**src/rtl/channel_pack_pkg.sv**
```systemverilog
// Shared sizing helpers and keep decoding for the channel stream packer.
// Latency: none (package of constants and pure functions).
// Backpressure: not applicable.
package channel_pack_pkg;

  // Widest tkeep the item counter decodes; narrower keeps are zero-extended.
  localparam int KEEP_MAX = 256;

  function automatic int item_bytes_of(input int item_width);
    return item_width / 8;
  endfunction

  function automatic int item_count_of(input int tdata_width, input int item_width);
    return tdata_width / item_width;
  endfunction

  // Fill counter must represent 0..2N inclusive.
  function automatic int fill_width_of(input int item_count);
    return $clog2(2 * item_count) + 1;
  endfunction

  // Items in a beat = whole groups inside the run of set keep bits starting
  // at bit 0; anything above the first clear bit is ignored.
  function automatic int keep_to_item_count(input logic [KEEP_MAX-1:0] keep,
                                            input int item_bytes);
    int   ones;
    logic run;
    ones = 0;
    run  = 1'b1;
    for (int b = 0; b < KEEP_MAX; b++) begin
      if (run && keep[b]) ones++;
      else run = 1'b0;
    end
    return ones / item_bytes;
  endfunction

endpackage

```
**src/rtl/item_accumulator.sv**
```systemverilog
// 2N-item accumulator: inserts a beat's items at the current fill, drains N items from the bottom.
// Latency: one cycle from insert to visibility on head/fill.
// Backpressure: none internally; the caller only inserts when fill_after_drain < N.
module item_accumulator
  import channel_pack_pkg::*;
#(
  parameter int ITEM_WIDTH = 8,
  parameter int ITEM_COUNT = 32,
  parameter int FILL_W     = 7
) (
  input  logic                             clk,
  input  logic                             rst,
  input  logic [ITEM_COUNT*ITEM_WIDTH-1:0] in_items,
  input  logic [FILL_W-1:0]                in_count,
  input  logic                             in_en,
  input  logic                             drain,
  input  logic                             clear,
  output logic [ITEM_COUNT*ITEM_WIDTH-1:0] head,
  output logic [FILL_W-1:0]                fill,
  output logic [FILL_W-1:0]                fill_after_drain
);

  localparam int NW = ITEM_COUNT * ITEM_WIDTH;
  localparam int AW = 2 * NW;

  logic [AW-1:0]     acc;
  logic [AW-1:0]     acc_next;
  logic [AW-1:0]     ins;
  logic [FILL_W-1:0] fill_next;

  assign fill_after_drain = drain ? (fill - FILL_W'(ITEM_COUNT)) : fill;
  assign head             = acc[NW-1:0];

  // Next accumulator: optional drain shift, then OR in the masked new items.
  // Bits above fill are kept at zero so flushes emit clean padding.
  always_comb begin
    ins = '0;
    for (int i = 0; i < ITEM_COUNT; i++) begin
      if (i < int'(in_count)) ins[i*ITEM_WIDTH +: ITEM_WIDTH] = in_items[i*ITEM_WIDTH +: ITEM_WIDTH];
    end
    acc_next  = drain ? (acc >> NW) : acc;
    fill_next = fill_after_drain;
    if (in_en) begin
      acc_next  = acc_next | (ins << (int'(fill_after_drain) * ITEM_WIDTH));
      fill_next = fill_after_drain + in_count;
    end
    if (clear) begin
      acc_next  = '0;
      fill_next = '0;
    end
  end

  // Accumulator state register.
  always_ff @(posedge clk) begin
    if (rst) begin
      acc  <= '0;
      fill <= '0;
    end else begin
      acc  <= acc_next;
      fill <= fill_next;
    end
  end

endmodule

```
**src/rtl/channel_stream_packer.sv**
```systemverilog
// Repacks LSB-aligned partial AXI-Stream beats into dense full beats, flushing a partial beat on tlast.
// Latency: output register loads on the edge after the accept that completes N items or the tlast beat.
// Backpressure: output held while !packed_tready; sparse_tready drops when the accumulator cannot take N more items or a flush is pending.
module channel_stream_packer
  import channel_pack_pkg::*;
#(
  parameter int TDATA_WIDTH = 256,
  parameter int TKEEP_WIDTH = TDATA_WIDTH / 8,
  parameter int TUSER_WIDTH = 128,
  parameter int ITEM_WIDTH  = 8
) (
  input  logic                   axis_aclk,
  input  logic                   axis_reset,
  input  logic [TDATA_WIDTH-1:0] sparse_tdata,
  input  logic [TKEEP_WIDTH-1:0] sparse_tkeep,
  input  logic [TUSER_WIDTH-1:0] sparse_tuser,
  input  logic                   sparse_tvalid,
  output logic                   sparse_tready,
  input  logic                   sparse_tlast,
  output logic [TDATA_WIDTH-1:0] packed_tdata,
  output logic [TKEEP_WIDTH-1:0] packed_tkeep,
  output logic [TUSER_WIDTH-1:0] packed_tuser,
  output logic                   packed_tvalid,
  input  logic                   packed_tready,
  output logic                   packed_tlast
);

  localparam int ITEM_COUNT = item_count_of(TDATA_WIDTH, ITEM_WIDTH);
  localparam int ITEM_BYTES = item_bytes_of(ITEM_WIDTH);
  localparam int FILL_W     = fill_width_of(ITEM_COUNT);

  logic [KEEP_MAX-1:0]    keep_ext;
  logic [FILL_W-1:0]      in_count;
  logic [FILL_W-1:0]      fill;
  logic [FILL_W-1:0]      fill_after_drain;
  logic [TDATA_WIDTH-1:0] head;
  logic [TKEEP_WIDTH-1:0] flush_keep;
  logic [TUSER_WIDTH-1:0] tuser_lat;
  logic                   flush_pending;
  logic                   first_beat;
  logic                   tuser_pend;
  logic                   slot_free;
  logic                   full_load;
  logic                   flush_load;
  logic                   accept;

  // Flush takes priority whenever the remainder fits in one beat, so a packet
  // of exactly k*N items ends with a full tlast beat rather than an empty one.
  assign slot_free  = !packed_tvalid || packed_tready;
  assign full_load  = slot_free && ((fill > FILL_W'(ITEM_COUNT)) ||
                                    ((fill == FILL_W'(ITEM_COUNT)) && !flush_pending));
  assign flush_load = slot_free && flush_pending && (fill <= FILL_W'(ITEM_COUNT));

  assign sparse_tready = !axis_reset && !flush_pending && (fill_after_drain < FILL_W'(ITEM_COUNT));
  assign accept        = sparse_tvalid && sparse_tready;
  assign in_count      = FILL_W'(keep_to_item_count(keep_ext, ITEM_BYTES));

  // Zero-extend tkeep to the decoder width and build the partial flush keep.
  always_comb begin
    keep_ext                  = '0;
    keep_ext[TKEEP_WIDTH-1:0] = sparse_tkeep;
    flush_keep                = '0;
    for (int b = 0; b < TKEEP_WIDTH; b++) begin
      if (b < int'(fill) * ITEM_BYTES) flush_keep[b] = 1'b1;
    end
  end

  item_accumulator #(
    .ITEM_WIDTH (ITEM_WIDTH),
    .ITEM_COUNT (ITEM_COUNT),
    .FILL_W     (FILL_W)
  ) u_acc (
    .clk              (axis_aclk),
    .rst              (axis_reset),
    .in_items         (sparse_tdata),
    .in_count         (in_count),
    .in_en            (accept),
    .drain            (full_load),
    .clear            (flush_load),
    .head             (head),
    .fill             (fill),
    .fill_after_drain (fill_after_drain)
  );

  // Packet framing: pending flush, first-beat detection and tuser capture.
  always_ff @(posedge axis_aclk) begin
    if (axis_reset) begin
      flush_pending <= 1'b0;
      first_beat    <= 1'b1;
      tuser_pend    <= 1'b0;
      tuser_lat     <= '0;
    end else begin
      if (full_load || flush_load) tuser_pend <= 1'b0;
      if (flush_load) begin
        flush_pending <= 1'b0;
        first_beat    <= 1'b1;
      end
      if (accept) begin
        if (sparse_tlast) flush_pending <= 1'b1;
        if (first_beat) begin
          first_beat <= 1'b0;
          tuser_pend <= 1'b1;
          tuser_lat  <= sparse_tuser;
        end
      end
    end
  end

  // Output register: loads a full or flush beat when the slot is free, holds otherwise.
  always_ff @(posedge axis_aclk) begin
    if (axis_reset) begin
      packed_tvalid <= 1'b0;
      packed_tdata  <= '0;
      packed_tkeep  <= '0;
      packed_tuser  <= '0;
      packed_tlast  <= 1'b0;
    end else if (slot_free) begin
      if (full_load || flush_load) begin
        packed_tvalid <= 1'b1;
        packed_tdata  <= head;
        packed_tkeep  <= full_load ? {TKEEP_WIDTH{1'b1}} : flush_keep;
        packed_tuser  <= tuser_pend ? tuser_lat : '0;
        packed_tlast  <= flush_load;
      end else begin
        packed_tvalid <= 1'b0;
      end
    end
  end

endmodule

```
**config.mk**
```make
export PLATFORM = sky130hd
export DESIGN_NAME = channel_stream_packer
export DESIGN_NICKNAME = d
export VERILOG_FILES = /design/src/rtl/channel_pack_pkg.sv /design/src/rtl/item_accumulator.sv /design/src/rtl/channel_stream_packer.sv
export SDC_FILE = /design/constraint.sdc
export NUM_CORES = 2
export LEC_CHECK = 0
export CAP_MARGIN = 20
export CELL_PAD_IN_SITES_DETAIL_PLACEMENT = 0
export CELL_PAD_IN_SITES_GLOBAL_PLACEMENT = 1
export CORE_ASPECT_RATIO = 2
export CORE_UTILIZATION = 23
export CTS_BUF_LIST = sky130_fd_sc_hd__clkbuf_4 sky130_fd_sc_hd__clkbuf_8
export CTS_CLUSTER_DIAMETER = 200
export DETAILED_ROUTE_END_ITERATION = 8
export PLACE_DENSITY = 0.62
export SKIP_LAST_GASP = 1
export SLEW_MARGIN = 5
export SYNTH_ARGS = -nofsm -noshare
export SYNTH_HDL_FRONTEND = slang
export SYNTH_SLANG_ARGS = --single-unit
export TNS_END_PERCENT = 1
```
**constraint.sdc**
```tcl
create_clock -name axis_aclk -period 33.8 [get_ports axis_aclk]
set_input_delay 10.14 -clock axis_aclk [delete_from_list [all_inputs] [get_ports axis_aclk]]
set_output_delay 10.14 -clock axis_aclk [all_outputs]
set_load 0.005 [all_outputs]
```
==> impl_results.md <==
* Synthesis-stage register bit count at about 1100
* Cts hold-fix bufs at 0
* Die height at approximately 730 microns
* Netlist Area Pre-Place at slightly above 60000 sq um
* Area of the core at 263000 sq um
* Post_cts resized at 0
* CTS tree: done
* Fin cells at about 13000
* Post-synthesis cell type count at 119
* Syn Nets at 8264
* CP required at between 30 and 40 ns
* Crit-path most repeated cell: ha_1
* Hold worst-path end: packed_tdata[75]$_SDFFE_PP0P_
* Hold depth at 2
* Clk_skew at approximately 0.13 ns
* Gr ovfl total at 0
* Yosys warnings at 0
* Overall power at 0.00427 W
* Num CTS Buffers at 169
* Post-synth EDFFs at 0
* Inst Count DP at roughly 13000
* Power Density at between 40 and 50 nW/um^2
* Syn avg cell area at 7.79 sq um
* H-tree depth reported by CTS at 4
* Int Power at approximately 0.0024 W
* Die Wd at ~370 microns
* R2R cell count at 15
* Startpoint types: primary input
* Reg clk slew, reported paths at about 0.070 ns
* CP endpoint kind: flop
* Later-pin clock latency in the skew report at ~0.95 ns
* GP Congestion at roughly 1.1
* Most common cell after layout, fill and taps aside: nand2_1
* CTS root buffer: clkbuf_8
* Sequential area share after synthesis at about a third
* Hold Path Class: reg -> reg
* Share of layout cells above drive strength 1 at 19.6%
* Post-CTS setup buffer count at 0
* WL/cell at 38.5 microns
* Relative slew margins at roughly 14%
* Detail Route Antenna Nets at 0
* Main flop type after synthesis: dfxtp_1
* Min Tclk post-route at 31.76 ns
* Largest net degree at the start of global routing at approximately 160
* Switching part of the total at 43.0%
* Post-route setup TNS at 0 ns
* Reg-to-reg endpoint: u_acc.acc[328]$_SDFF_PP0_
* Max Cap Viol at 0
* CP Max Fanout at 8
* Most area-consuming cells after synthesis: dfxtp_1, nand2_1, a21oi_1
* DP Wirelength at 394000 microns
* # rows at ~270
* Max Freq at around 0.031 GHz
* Slowest cell on crit path: mux2i_1
* Final Hold Violating Endpoints at 0
* Die area at roughly 270000 sq um
* LEAKAGE at ~31 nW
* Reg power frac at 34.2%
* First-pass GRT wire length at around 650000 microns
* Biggest area consumer among synthesized cells: dfxtp_1
* GRT Total Usage at 36.2%
* RSZ-0062 raised after global routing: no
* Area growth syn-to-layout at 41.2%
* Reg2reg setup slack at between 20 and 30 ns
* Critical Path AT at 32.62 ns
* Worst VDD drop at roughly 0.090 mV
* Max-slew violations at 0
* Detailed Route Iter0 Violations at about 6700
* Initial Util at 23.1%
* Routed vias/inst at between 5 and 6
* DR vias at approximately 73000
* Final nets at 9788
* Fin crit share at a little over nine tenths
* Crit Path Category: in -> reg
* RR Startpoint: u_acc.fill[2]$_SDFFE_PP0P_
* CTS Buffer Depth at 4
* Top Ports at 840
* Hold_sp: u_acc.acc[75]$_SDFF_PP0_
* Clock sink count at approximately 1100
* Pre-antenna DRT Iters at 7
* Ys async rst share at 0%
* Status: finished clean
* Max incr delay on CP at 0.87 ns
* Sw Pwr at between 0.0015 and 0.002 W
* Comb power frac at between 30% and 40%
* Worst-margin pin slew at ~1.3 ns
* Setup violations, final at 0
* Synth Instances at between 7000 and 8000
* Clock power frac at slightly below 30%
* Most frequent cells in the layout: nand2_1, dfxtp_1, buf_4, a21oi_1, clkdlybuf4s50_1
* Post-synth top area share at roughly a third
* Remaining DRCs at 0
* Number of global-route vias before repair at 71600
* Antenna violations before repair at 48
* Port Buffer Count at roughly 840
* Final Routed Wirelength at 498000 microns
==> worst max-delay path: cells and delay by family <==
family / cells / cell delay (ns)
adders and majority gates: 29 / 8.46
AOI/OAI and AO/OA: 35 / 5.80
muxes: 12 / 2.64
and+or+nand+nor: 26 / 3.27
buffers and inverters: 13 / 2.30
==> through the flow <==
step / setup slack (ns) / hold WS (ns) / utilization, % / instance area, sq um
floorplan: 4.92 / 0.423 / - / 60800
global placement: 0.353 / 0.431 / 31.2 / 82000
detailed placement: 1.58 / 0.434 / 31.2 / 82100
CTS: 2.52 / 0.427 / 32.6 / 85700
global route: 0.745 / 0.447 / 32.7 / 85800
finish: 2.04 / 0.425 / 32.7 / 85800
==> power groups by stage <==
stage,Clock [W],Sequential (W),Combinational [W]
2_1_floorplan,0,0.00143,0.000813
3_3_place_gp,0,0.00148,0.00153
3_5_place_dp,0,0.00149,0.00153
4_1_cts,0.00127,0.00146,0.00154
5_1_grt,0.00131,0.00147,0.00162
6_report,0.00124,0.00146,0.00156
==> state kept, by name, indices dropped and copies added (netlist names) <==
| signal | count |
|---|---|
| u_acc.acc | 512 |
| packed_tdata | 256 |
| packed_tuser | 128 |
| tuser_lat | 128 |
| packed_tkeep | 32 |
| u_acc.fill | 7 |
| first_beat | 1 |
| flush_pending | 1 |
| packed_tlast | 1 |
| packed_tvalid | 1 |
| tuser_pend | 1 |
==> metal layers <==
layer	track usage (%)	vias up	wire [microns]
li1	-	31500	-
met1	35.0	36000	164000
met2	60.0	3880	234000
met3	7.93	1299	33900
met4	41.0	12	66600
met5	0	-	86
==> cell families (layout without fill, tap and decap cells) <==
logic type,Yosys count,in the layout,synth area share [%]
mux,496,496,9.23
fa+ha+maj,41,41,0.848
other cells,0,29,0
xor+xnor,99,99,1.81
compound gates,2589,2589,29.0
simple gates,2747,2747,19.0
flops,1068,1068,35.2
buf+inv,764,2407,4.92
==> area by class of cell <==
class                           instances  area [sq um]
Clock buffer                          262          3300
Fill cell                           28000        177000
Multi-Input combinational cell       5972         37000
Inverter                              112           438
Clock inverter                         28           297
Antenna cell                           29          72.6
Sequential cell                      1068         21400
Timing Repair Buffer                 2005         18900
Tap cell                             3484          4360
==> worst max path at each step <==
stage	startpoint	end	slack, ns	depth (start not counted)
2_1_floorplan	sparse_tkeep[2]	u_acc.acc[135]$_SDFF_PP0_	4.92	110
4_1_cts	sparse_tkeep[1]	u_acc.acc[98]$_SDFF_PP0_	2.52	115
3_3_place_gp	sparse_tkeep[2]	u_acc.acc[98]$_SDFF_PP0_	0.35	116
3_5_place_dp	sparse_tkeep[1]	u_acc.acc[217]$_SDFF_PP0_	1.58	115
6_report	sparse_tkeep[1]	u_acc.acc[98]$_SDFF_PP0_	2.04	115
5_1_grt	sparse_tkeep[1]	u_acc.acc[98]$_SDFF_PP0_	0.74	115
==> cells in the mapped netlist, types with 29 or more instances <==
master    count
buf_1        63
a221o_1      73
nor3_1       96
dfxtp_1    1068
o211ai_1     83
a222oi_1     30
and3_1       48
a211oi_1     38
nor2_1      484
a221oi_1    106
mux2_2      115
a21oi_1     882
a22o_1      295
and2_1       59
o21ai_0     280
inv_1       109
xnor2_1      58
mux2i_1     340
o22ai_1      98
a21oi_2      35
ha_1         38
o221ai_1     85
nand2_1    1664
o22a_1       30
a31oi_1     140
nand3_1     223
clkbuf_1    545
mux4_2       40
o21ai_1      88
nand2b_1     29
Power figures use the tool's default switching activity.
